<file path="config.mk">
export PLATFORM = sky130hd
export DESIGN_NAME = sync_fifo_spram_fwft_ctrl
export DESIGN_NICKNAME = d
export VERILOG_FILES = /design/src/rtl/sync_fifo_pkg.sv /design/src/rtl/fwft_out_buf.sv /design/src/rtl/sync_fifo_spram_fwft_ctrl.sv
export SDC_FILE = /design/constraint.sdc
export NUM_CORES = 1
export LEC_CHECK = 0
export BUFFER_PORTS_ARGS = -buffer_cell sky130_fd_sc_hd__buf_2
export CORE_ASPECT_RATIO = 1.25
export CORE_UTILIZATION = 53
export DETAILED_ROUTE_END_ITERATION = 8
export PLACE_DENSITY = 0.83
export SETUP_SLACK_MARGIN = 0.3
export SLEW_MARGIN = 15
export SYNTH_ARGS = -nofsm -noshare
export SYNTH_HDL_FRONTEND = slang
export SYNTH_HIERARCHICAL = 1
export SYNTH_SLANG_ARGS = --single-unit
</file>
<file path="constraint.sdc">
create_clock -name clk -period 4.3 [get_ports clk]
set_input_delay 0.645 -clock clk [delete_from_list [all_inputs] [get_ports clk]]
set_output_delay 0.645 -clock clk [all_outputs]
set_load 0.01 [all_outputs]
</file>
<file path="src/rtl/sync_fifo_pkg.sv">
`default_nettype none
// ============================================================================
//  Module   : sync_fifo_pkg
//  Purpose  : Shared types and helpers for the single-port-RAM FWFT FIFO
//             controller.
//             - mem_op_e : operation placed on the single RAM port in a cycle
//             - ptr_inc  : pointer increment with explicit wrap at depth-1,
//                          so that depths which are not a power of two work
//  Revision : 1.0  initial release
// ============================================================================
package sync_fifo_pkg;

  typedef enum logic [1:0] {
    OP_IDLE = 2'd0,
    OP_WR   = 2'd1,
    OP_RD   = 2'd2
  } mem_op_e;

  // The caller casts the result back to its own pointer width.
  function automatic logic [31:0] ptr_inc(input logic [31:0] ptr,
                                          input logic [31:0] depth);
    return (ptr == depth - 32'd1) ? 32'd0 : ptr + 32'd1;
  endfunction

endpackage : sync_fifo_pkg
`default_nettype wire

</file>
<file path="src/rtl/fwft_out_buf.sv">
`default_nettype none
// ============================================================================
//  Module   : fwft_out_buf
//  Purpose  : Two-entry ordered output buffer. Slot 0 is always the head
//             word, so head_data is a plain register output.
//  Ports    : clk, rst       - clock, synchronous active-high reset
//             push/push_data - append one word (at most one source per cycle)
//             pop            - remove the head word (ignored when empty)
//             head_data      - current head word
//             count          - number of words held (0..2)
//  Revision : 1.0  initial release
// ============================================================================
module fwft_out_buf #(
  parameter int DATA_WIDTH = 8
) (
  input  logic                  clk,
  input  logic                  rst,
  input  logic                  push,
  input  logic [DATA_WIDTH-1:0] push_data,
  input  logic                  pop,
  output logic [DATA_WIDTH-1:0] head_data,
  output logic [1:0]            count
);

  logic [DATA_WIDTH-1:0] r_slot0;
  logic [DATA_WIDTH-1:0] r_slot1;
  logic [1:0]            r_count;
  logic                  w_pop;

  assign w_pop     = pop && (r_count != 2'd0);
  assign head_data = r_slot0;
  assign count     = r_count;

  always_ff @(posedge clk) begin
    if (rst) begin
      r_count <= 2'd0;
    end else begin
      r_count <= r_count + {1'b0, push} - {1'b0, w_pop};
    end
  end

  // Data slots carry no reset; validity is tracked by r_count alone.
  always_ff @(posedge clk) begin
    if (w_pop) begin
      // With one word held, an incoming word becomes the new head directly;
      // with two held, the second word shifts forward.
      r_slot0 <= (r_count == 2'd1) ? push_data : r_slot1;
      if (push && (r_count == 2'd2)) begin
        r_slot1 <= push_data;
      end
    end else if (push) begin
      if (r_count == 2'd0) begin
        r_slot0 <= push_data;
      end else begin
        r_slot1 <= push_data;
      end
    end
  end

endmodule : fwft_out_buf
`default_nettype wire

</file>
<file path="src/rtl/sync_fifo_spram_fwft_ctrl.sv">
`default_nettype none
// ============================================================================
//  Module   : sync_fifo_spram_fwft_ctrl
//  Purpose  : First-word-fall-through FIFO controller driving one single-port
//             RAM. Reads (prefetch into a 2-entry output buffer) take the RAM
//             port ahead of writes; pushes into an otherwise empty pipeline
//             bypass the RAM straight into the output buffer.
//             Capacity is FIFO_DEPTH + 2 words.
//  Ports    : clk, rst                       - clock, sync active-high reset
//             in_valid/in_ready/in_data      - push interface
//             out_valid/out_ready/out_data   - FWFT pop interface
//             level                          - total words held
//             mem_cs/mem_we/mem_addr/mem_wdata/mem_rdata - RAM port
//             err_overflow/err_underflow     - sticky error flags, present
//                                              only with SYNC_FIFO_ERR_EN
//  Options  : `define SYNC_FIFO_ERR_EN to add the sticky error flags.
//  Revision : 1.0  initial release
// ============================================================================
module sync_fifo_spram_fwft_ctrl
  import sync_fifo_pkg::*;
#(
  parameter int DATA_WIDTH = 8,
  parameter int FIFO_DEPTH = 16,
  parameter int ADDR_WIDTH = $clog2(FIFO_DEPTH),
  parameter int LVL_WIDTH  = $clog2(FIFO_DEPTH + 3)
) (
  input  logic                  clk,
  input  logic                  rst,
  input  logic                  in_valid,
  output logic                  in_ready,
  input  logic [DATA_WIDTH-1:0] in_data,
  output logic                  out_valid,
  input  logic                  out_ready,
  output logic [DATA_WIDTH-1:0] out_data,
  output logic [LVL_WIDTH-1:0]  level,
  output logic                  mem_cs,
  output logic                  mem_we,
  output logic [ADDR_WIDTH-1:0] mem_addr,
  output logic [DATA_WIDTH-1:0] mem_wdata,
  input  logic [DATA_WIDTH-1:0] mem_rdata
`ifdef SYNC_FIFO_ERR_EN
  ,
  output logic                  err_overflow,
  output logic                  err_underflow
`endif
);

  localparam logic [LVL_WIDTH-1:0] c_ram_depth = LVL_WIDTH'(FIFO_DEPTH);

  logic [ADDR_WIDTH-1:0] r_wr_ptr;
  logic [ADDR_WIDTH-1:0] r_rd_ptr;
  logic [LVL_WIDTH-1:0]  r_ram_cnt;
  logic                  r_rd_pend;

  logic [1:0]            w_ob_cnt;
  logic [2:0]            w_ob_after_pop;
  logic                  w_pop;
  logic                  w_rd_issue;
  logic                  w_bypass_ok;
  logic                  w_push;
  logic                  w_wr_ram;
  logic                  w_wr_bypass;
  logic                  w_ob_push;
  logic [DATA_WIDTH-1:0] w_ob_data;
  mem_op_e               w_op;

  assign out_valid = (w_ob_cnt != 2'd0);
  assign w_pop     = out_valid && out_ready;

  // Buffer occupancy once this cycle's pop is taken out (never negative,
  // since a pop requires a held word).
  assign w_ob_after_pop = {1'b0, w_ob_cnt} - {2'b00, w_pop};

  // Prefetch only when the landing word is guaranteed a free buffer slot,
  // counting the read already in flight.
  assign w_rd_issue  = (r_ram_cnt != '0) &&
                       ((w_ob_after_pop + {2'b00, r_rd_pend}) < 3'd2);

  // Bypass keeps ordering: only legal when nothing is queued in RAM or in
  // flight ahead of the incoming word.
  assign w_bypass_ok = (r_ram_cnt == '0) && !r_rd_pend &&
                       (w_ob_after_pop < 3'd2);

  // Reads own the RAM port, so a RAM write is refused on read cycles.
  assign in_ready    = !rst &&
                       (w_bypass_ok || ((r_ram_cnt < c_ram_depth) && !w_rd_issue));

  assign w_push      = in_valid && in_ready;
  assign w_wr_bypass = w_push && w_bypass_ok;
  assign w_wr_ram    = w_push && !w_bypass_ok;

  always_comb begin
    w_op = OP_IDLE;
    if (w_rd_issue) begin
      w_op = OP_RD;
    end else if (w_wr_ram) begin
      w_op = OP_WR;
    end
  end

  assign mem_cs    = (w_op != OP_IDLE);
  assign mem_we    = (w_op == OP_WR);
  assign mem_addr  = (w_op == OP_RD) ? r_rd_ptr : r_wr_ptr;
  assign mem_wdata = in_data;

  always_ff @(posedge clk) begin
    if (rst) begin
      r_wr_ptr  <= '0;
      r_rd_ptr  <= '0;
      r_ram_cnt <= '0;
      r_rd_pend <= 1'b0;
    end else begin
      r_rd_pend <= (w_op == OP_RD);
      if (w_op == OP_RD) begin
        r_rd_ptr  <= ADDR_WIDTH'(ptr_inc(32'(r_rd_ptr), 32'(FIFO_DEPTH)));
        r_ram_cnt <= r_ram_cnt - LVL_WIDTH'(1);
      end else if (w_op == OP_WR) begin
        r_wr_ptr  <= ADDR_WIDTH'(ptr_inc(32'(r_wr_ptr), 32'(FIFO_DEPTH)));
        r_ram_cnt <= r_ram_cnt + LVL_WIDTH'(1);
      end
    end
  end

  // A landing read and a bypass write are mutually exclusive (bypass needs
  // no read in flight), so one mux feeds the buffer.
  assign w_ob_push = r_rd_pend || w_wr_bypass;
  assign w_ob_data = r_rd_pend ? mem_rdata : in_data;

  fwft_out_buf #(
    .DATA_WIDTH (DATA_WIDTH)
  ) u_out_buf (
    .clk       (clk),
    .rst       (rst),
    .push      (w_ob_push),
    .push_data (w_ob_data),
    .pop       (w_pop),
    .head_data (out_data),
    .count     (w_ob_cnt)
  );

  assign level = r_ram_cnt + LVL_WIDTH'(r_rd_pend) + LVL_WIDTH'(w_ob_cnt);

`ifdef SYNC_FIFO_ERR_EN
  logic r_err_ovf;
  logic r_err_unf;

  always_ff @(posedge clk) begin
    if (rst) begin
      r_err_ovf <= 1'b0;
      r_err_unf <= 1'b0;
    end else begin
      if (in_valid && !in_ready) begin
        r_err_ovf <= 1'b1;
      end
      if (out_ready && !out_valid) begin
        r_err_unf <= 1'b1;
      end
    end
  end

  assign err_overflow  = r_err_ovf;
  assign err_underflow = r_err_unf;
`endif

endmodule : sync_fifo_spram_fwft_ctrl
`default_nettype wire

</file>
=== Word level (Yosys, flattened, before mapping) ===
Index checks and enable logic that the tools add are counted.

* Bits in registers: 32
* Output and inout bits: 29

* Add/subtract/negate cells: 10
* Order comparisons: 3
* Equality and inequality tests: 8
* Muxes and demuxes: 16
* Bitwise operators: 1
* Reduce and logical (&&, ||, !) cells: 28

{| class="wikitable"
|+ Operator list
! kind !! number
|-
| $mux W8 || 9
|-
| $mux W4 || 3
|-
| $logic_and A1 B1 Y1 || 11
|-
| $mux W5 || 2
|-
| $reduce_bool A2 Y1 || 5
|-
| $add A4 B1 Y4 const B || 2
|-
| $eq A4 B4 Y1 const B || 2
|-
| $lt A3 B2 Y1 const B || 2
|-
| $add A5 B1 Y5 || 1
|-
| $add A5 B1 Y5 const B || 1
|-
| $add A5 B2 Y5 || 1
|-
| $logic_not A5 Y1 || 1
|-
| $lt A5 B5 Y1 const B || 1
|-
| $reduce_bool A5 Y1 || 1
|-
| $sub A5 B1 Y5 const B || 1
|-
| $eq A2 B1 Y1 const B || 2
|-
| $eq A2 B2 Y1 const B || 2
|-
| $logic_not A1 Y1 || 4
|-
| $reduce_and A2 Y1 || 2
|-
| $add A3 B1 Y3 || 1
|-
| $reduce_and A3 Y1 || 1
|-
| $sub A2 B1 Y3 || 1
|-
| $add A2 B1 Y2 || 1
|-
| $logic_not A2 Y1 || 1
|-
| other kinds (7) || 8
|}

=== Logic depth before layout (Yosys ltp) ===
* Depth in word-level cells: 17
* Depth in mapped cells: 17
* Depth with buffers taken out: 15

=== By module ===
Netlist, hierarchy kept.

{| class="wikitable"
|+ Modules (own cells, without submodules)
! module !! instances !! cells an instance !! area each (sq um)
|-
| sync_fifo_spram_fwft_ctrl || 1 || 146 || 1265.0
|-
| fwft_out_buf || 1 || 41 || 708.2
|}

=== Worst setup path after synthesis ===
OpenSTA, ideal clock, no wires.

* Path kind: input -> register
* Start: input port out_ready
* End: register r_ram_cnt[4]
* Arrival: 3.472 ns
* Data required time: 4.225 ns
* Slack: 0.753 ns
* Stages on the path: 13
* Path buffers: 1
* Cell sequence: and2_1 -> ha_1 -> ha_1 -> inv_1 -> ha_1 -> xnor2_1 -> o211a_4 -> buf_1 -> ha_1 -> nor2b_1 -> o21a_1 -> or4_1 -> a31oi_1

* Word-level cells in the longest chain between the ends: 15
* Elaborated cells between the ends (all ways): 20
* Classes of those cells: add/sub: 2; order compare: 2; eq/ne: 2; mux: 3; reduce/logical: 11

{| class="wikitable"
|+ RTL lines
! element !! RTL line !! text
|-
| start, declared || sync_fifo_spram_fwft_ctrl.sv:33 || <nowiki>input logic out_ready,</nowiki>
|-
| $logic_and A1 B1 Y1 (*) || sync_fifo_spram_fwft_ctrl.sv:68 || <nowiki>assign w_pop = out_valid && out_ready;</nowiki>
|-
| $sub A2 B1 Y3 (*) || sync_fifo_spram_fwft_ctrl.sv:72 || <nowiki>assign w_ob_after_pop = {1'b0, w_ob_cnt} - {2'b00, w_pop};</nowiki>
|-
| $add A3 B1 Y3 || sync_fifo_spram_fwft_ctrl.sv:77 || <nowiki>((w_ob_after_pop + {2'b00, r_rd_pend}) < 3'd2);</nowiki>
|-
| $lt A3 B2 Y1 || sync_fifo_spram_fwft_ctrl.sv:77 ||
|-
| $logic_and A1 B1 Y1 || sync_fifo_spram_fwft_ctrl.sv:76 || <nowiki>assign w_rd_issue = (r_ram_cnt != '0) &&</nowiki>
|-
| $logic_not A1 Y1 || sync_fifo_spram_fwft_ctrl.sv:86 || <nowiki>(w_bypass_ok || ((r_ram_cnt < c_ram_depth) && !w_rd_issue));</nowiki>
|-
| $logic_and A1 B1 Y1 || sync_fifo_spram_fwft_ctrl.sv:86 ||
|-
| $logic_or A1 B1 Y1 || sync_fifo_spram_fwft_ctrl.sv:86 ||
|-
| $logic_and A1 B1 Y1 || sync_fifo_spram_fwft_ctrl.sv:85 || <nowiki>assign in_ready = !rst &&</nowiki>
|-
| $logic_and A1 B1 Y1 || sync_fifo_spram_fwft_ctrl.sv:88 || <nowiki>assign w_push = in_valid && in_ready;</nowiki>
|-
| $logic_and A1 B1 Y1 || sync_fifo_spram_fwft_ctrl.sv:90 || <nowiki>assign w_wr_ram = w_push && !w_bypass_ok;</nowiki>
|-
| $mux W1 || sync_fifo_spram_fwft_ctrl.sv:96 || <nowiki>end else if (w_wr_ram) begin</nowiki>
|-
| $mux W2 (*) || sync_fifo_spram_fwft_ctrl.sv:94 || <nowiki>if (w_rd_issue) begin</nowiki>
|-
| $eq A2 B2 Y1 / $eq A2 B1 Y1 (equally long branches) || sync_fifo_spram_fwft_ctrl.sv:114, sync_fifo_spram_fwft_ctrl.sv:117 ||
|-
| $mux W5 / $reduce_bool A2 Y1 (equally long branches) || n/a ||
|-
| end signal, assigned || sync_fifo_spram_fwft_ctrl.sv:116 || <nowiki>r_ram_cnt <= r_ram_cnt - LVL_WIDTH'(1);</nowiki>
|-
| end signal, assigned || sync_fifo_spram_fwft_ctrl.sv:119 || <nowiki>r_ram_cnt <= r_ram_cnt + LVL_WIDTH'(1);</nowiki>
|-
| end, declared || sync_fifo_spram_fwft_ctrl.sv:52 || <nowiki>logic [LVL_WIDTH-1:0] r_ram_cnt;</nowiki>
|}

Every way passes the cells marked *; elsewhere a longest branch is shown, timed or not.
A chain may end at the register's enable or synchronous reset.

=== Worst setup path in the final report ===
* Start: register u_out_buf.r_count[1] (netlist: u_out_buf/count[1])
* End: output port mem_addr[0]

* Word-level cells in the longest chain between the ends: 16
* Elaborated cells between the ends (all ways): 19
* Classes of those cells: add/sub: 2; order compare: 2; eq/ne: 1; mux: 3; reduce/logical: 11

{| class="wikitable"
|+ RTL lines
! element !! RTL line !! text
|-
| start, declared || fwft_out_buf.sv:27 || <nowiki>logic [1:0] r_count;</nowiki>
|-
| start signal, assigned || fwft_out_buf.sv:38 || <nowiki>r_count <= r_count + {1'b0, push} - {1'b0, w_pop};</nowiki>
|-
| $reduce_bool A2 Y1 (*) || sync_fifo_spram_fwft_ctrl.sv:67 || <nowiki>assign out_valid = (w_ob_cnt != 2'd0);</nowiki>
|-
| $logic_and A1 B1 Y1 (*) || sync_fifo_spram_fwft_ctrl.sv:68 ||
|-
| named net w_pop || sync_fifo_spram_fwft_ctrl.sv:57 || <nowiki>logic w_pop;</nowiki>
|-
| $sub A2 B1 Y3 (*) || sync_fifo_spram_fwft_ctrl.sv:72 ||
|-
| $add A3 B1 Y3 || sync_fifo_spram_fwft_ctrl.sv:77 ||
|-
| $lt A3 B2 Y1 || sync_fifo_spram_fwft_ctrl.sv:77 ||
|-
| $logic_and A1 B1 Y1 || sync_fifo_spram_fwft_ctrl.sv:76 ||
|-
| $logic_not A1 Y1 || sync_fifo_spram_fwft_ctrl.sv:86 ||
|-
| $logic_and A1 B1 Y1 || sync_fifo_spram_fwft_ctrl.sv:86 ||
|-
| $logic_or A1 B1 Y1 || sync_fifo_spram_fwft_ctrl.sv:86 ||
|-
| $logic_and A1 B1 Y1 || sync_fifo_spram_fwft_ctrl.sv:85 ||
|-
| $logic_and A1 B1 Y1 || sync_fifo_spram_fwft_ctrl.sv:88 ||
|-
| $logic_and A1 B1 Y1 || sync_fifo_spram_fwft_ctrl.sv:90 ||
|-
| $mux W1 || sync_fifo_spram_fwft_ctrl.sv:96 ||
|-
| $mux W2 (*) || sync_fifo_spram_fwft_ctrl.sv:94 ||
|-
| $eq A2 B2 Y1 (*) || sync_fifo_spram_fwft_ctrl.sv:103 || <nowiki>assign mem_addr = (w_op == OP_RD) ? r_rd_ptr : r_wr_ptr;</nowiki>
|-
| $mux W4 (*) || sync_fifo_spram_fwft_ctrl.sv:103 ||
|-
| end, declared || sync_fifo_spram_fwft_ctrl.sv:38 || <nowiki>output logic [ADDR_WIDTH-1:0] mem_addr,</nowiki>
|}

Mark *: on every way through the listed nets, which the timed path passes. The rest lies on a longest branch.

==> flow_summary.yaml <==
status:
  outcome: "complete, no violations"
global_routing:
  first_global_vias: 1315
  grt_pass1_wl_um: 5989
  grt_antenna_before_repair: 0
  grt-ovfl-total: 0
  grt_max_degree: 22
  grtUsageTotal: 0.1936
clock_tree:
  insertion_delay_ns: 0.29
  cts_setup_buffers: 0
  numCtsBuffers: 5
  cts_resized: 0
  clkSlewWorstSetupHoldPaths_ns: 0.07
  htree_levels: 2
  clock_sinks: 32
  hold_buffers: 0
  cts_max_path_buffers: 2
  cts_root_buffer: "clkbuf_8"
  cts_tree: "done"
timing:
  min_period_over_period: 0.8405
  slew_headroom: 0.5297
  max_freq_mhz: 276.7
  rsz0062_at_grt: "no"
  worstMarginPinSlew_ns: 0.7008
  finalSetupTns_ns: 0
  min_period_ns: 3.614
  finalSetupViolCount: 0
  hold_viol: 0
  maxSlewViolCount: 0
  clock_skew_ns: 0.003841
placed_design:
  gp_congestion: 0.7950
  dp_hpwl_um: 2576
  port_buffers: 48
min_path:
  hp-class: "flip-flop to flip-flop"
  min-delay-start: "r_rd_ptr[1]"
setup_path:
  worstSetupPathType: "flip-flop to output port"
  worst_ep_arrival_time_ns: 2.97
  regToRegStartpoint: "u_out_buf/count[1]"
  worstPathMaxFanout: 21
  slowest_stage: "dfxtp_1"
  cp_cell_sequence: "inv_1 -> nand2_1 -> and2_1 -> ha_1 -> ha_1 -> inv_1 -> ha_1 -> xnor2_1 -> o211a_4 -> clkinv_4 -> nand2_1 -> nand2_1 -> buf_2"
  worst-path-buf-inv: 4
  crit_path_end_kind: "output port"
  critPathLaunchType: "flip-flop"
  critPathRequiredTime_ns: 3.65
  critPathLaunch: "u_out_buf/count[1]"
  cp_slowest_stage_delay_ns: 0.41
  critical_path.top_delay_family: "adder cells"
power_and_ir_drop:
  worst_ir_drop_vdd_uv: 511.8
  p_per_area_nw_per_um2: 762.7
  p_leak_nw: 0.9770
synth:
  ys_seq_elements: 32
  async_reset_ff_frac: 0
  syn_area_per_cell_um2: 10.55
  synth_area_um2: 1973
  synth_edf_count: 16
  syn_nets: 220
  synth.top_cell.area_share: 0.2435
  ys.flop_type: "edfxtp_1"
  yosys.area.top_type: "edfxtp_1"
  yosysSeqAreaShare: 0.4058
  ys_types: 48
  syn_inst: 187
  synth_most_common_cell: "nand2_1"
  synth_area_leaders: "edfxtp_1 24%, dfxtp_1 16%, mux2_2 9.7%, ha_1 6.3%, nand2_1 4.0%"
  yosysWarningCount: 6
  synthTopCellsByCount: "21 x nand2_1, 17 x mux2_2, 16 x dfxtp_1, 16 x edfxtp_1, 11 x inv_1"
route:
  postRouteAntennaNets: 0
  num_vias: 1436
  wl_per_cell_um: 13.47
  viasPerCell: 5.398
  drc: 0
  drt-total-wl_um: 3584
  drt_iter0_markers: 26
  first_pass_iters: 4
floorplan:
  rows: 24
  pin_count: 49
  dieWidth_um: 56.58
  coreArea_um2: 3513
  die_y_um: 70.22
  start_util: 0.5616
  die_area_um2: 3973
final_layout:
  final_util: 0.6400
  nNetsFinal: 259
  area_delta_synth_final_pct: 13.95
  drive_gt1_frac: 0.3833
  antenna_cells: 0
run:
  maxCapViolCount: 0
## per-stage QoR
step                power, W  hold WS [ns]  cell area, µm²  setup slack, ns  std cells
finish              0.001715        0.5132            2248           0.6859        266
global route        0.001858        0.5307            2248           0.5006        266
CTS                 0.001723        0.5096            2248           0.6746        266
detailed placement  0.001432        0.5012            2137           0.7735        258
global placement    0.001405        0.4918            2137           0.8439        258
floorplan           0.001301        0.4651            1973           0.7531        187
## registers in the layout (all words and copies together), names as in the netlist
register             count
u_out_buf/head_data      8
r_rd_ptr                 4
r_wr_ptr                 4
r_rd_pend                1
r_ram_cnt                5
u_out_buf/r_slot1        8
u_out_buf/count          2
## area by class of cell
| cell class | instances | area (µm²) |
|---|---|---|
| clock buffer | 5 | 68.82 |
| multi-input combinational | 126 | 993.5 |
| sequential | 32 | 800.8 |
| timing repair buffer | 48 | 240.2 |
| inverter | 13 | 53.80 |
| clock inverter | 3 | 42.54 |
| fill | 303 | 1265 |
| tap | 39 | 48.80 |
## logic make-up after synthesis
kind of cell | share of synthesized area
and+or+nand+nor | 0.1452
AOI/OAI and AO/OA | 0.1306
DFF | 0.4058
buffers and inverters | 0.09067
muxes | 0.1072
adders and majority gates | 0.09385
xor gates and xnor gates | 0.02663
## routing by layer
layer	GRT usage	up-vias	wire (µm)
li1	-	728	-
met1	0.2314	664	1547
met2	0.3294	40	1827
met3	0.05000	4	169
met4	0.07317	0	38
met5	0	-	0
## power by group
group	total [W]	internal (W)	leakage, nW	switching [W]
combinational	0.000917	0.000376	0.644	0.000541
clock	0.000288	0.000171	0.0541	0.000117
sequential	0.000510	0.000432	0.279	0.0000782
total	0.00171	0.000979	0.977	0.000736
## tightest hold or removal path: stages (launching register included)
cell and delay [ns]:
dfxtp_1 0.34, nand2_1 0.08, a21oi_2 0.05
## cell usage in the layout (no fill, tap or decap), types with 5 or more instances in the layout
master    count
edfxtp_1     16
nor2b_1       5
ha_1         10
buf_2        48
o21ai_0       7
nand2_1      21
a21oi_1       8
inv_1        11
mux2_2       17
nor2_1        6
clkbuf_8      5
dfxtp_1      16
## worst paths after layout
path / slack (ns) / cells after the start / endpoint
min reg2reg: 0.51 / 2 / r_rd_ptr[1]
max reg2reg: 0.82 / 14 / r_ram_cnt[4]
max: 0.69 / 13 / mem_addr[0]
min: 0.51 / 2 / r_rd_ptr[1]
(Power assumes the default switching activity.)
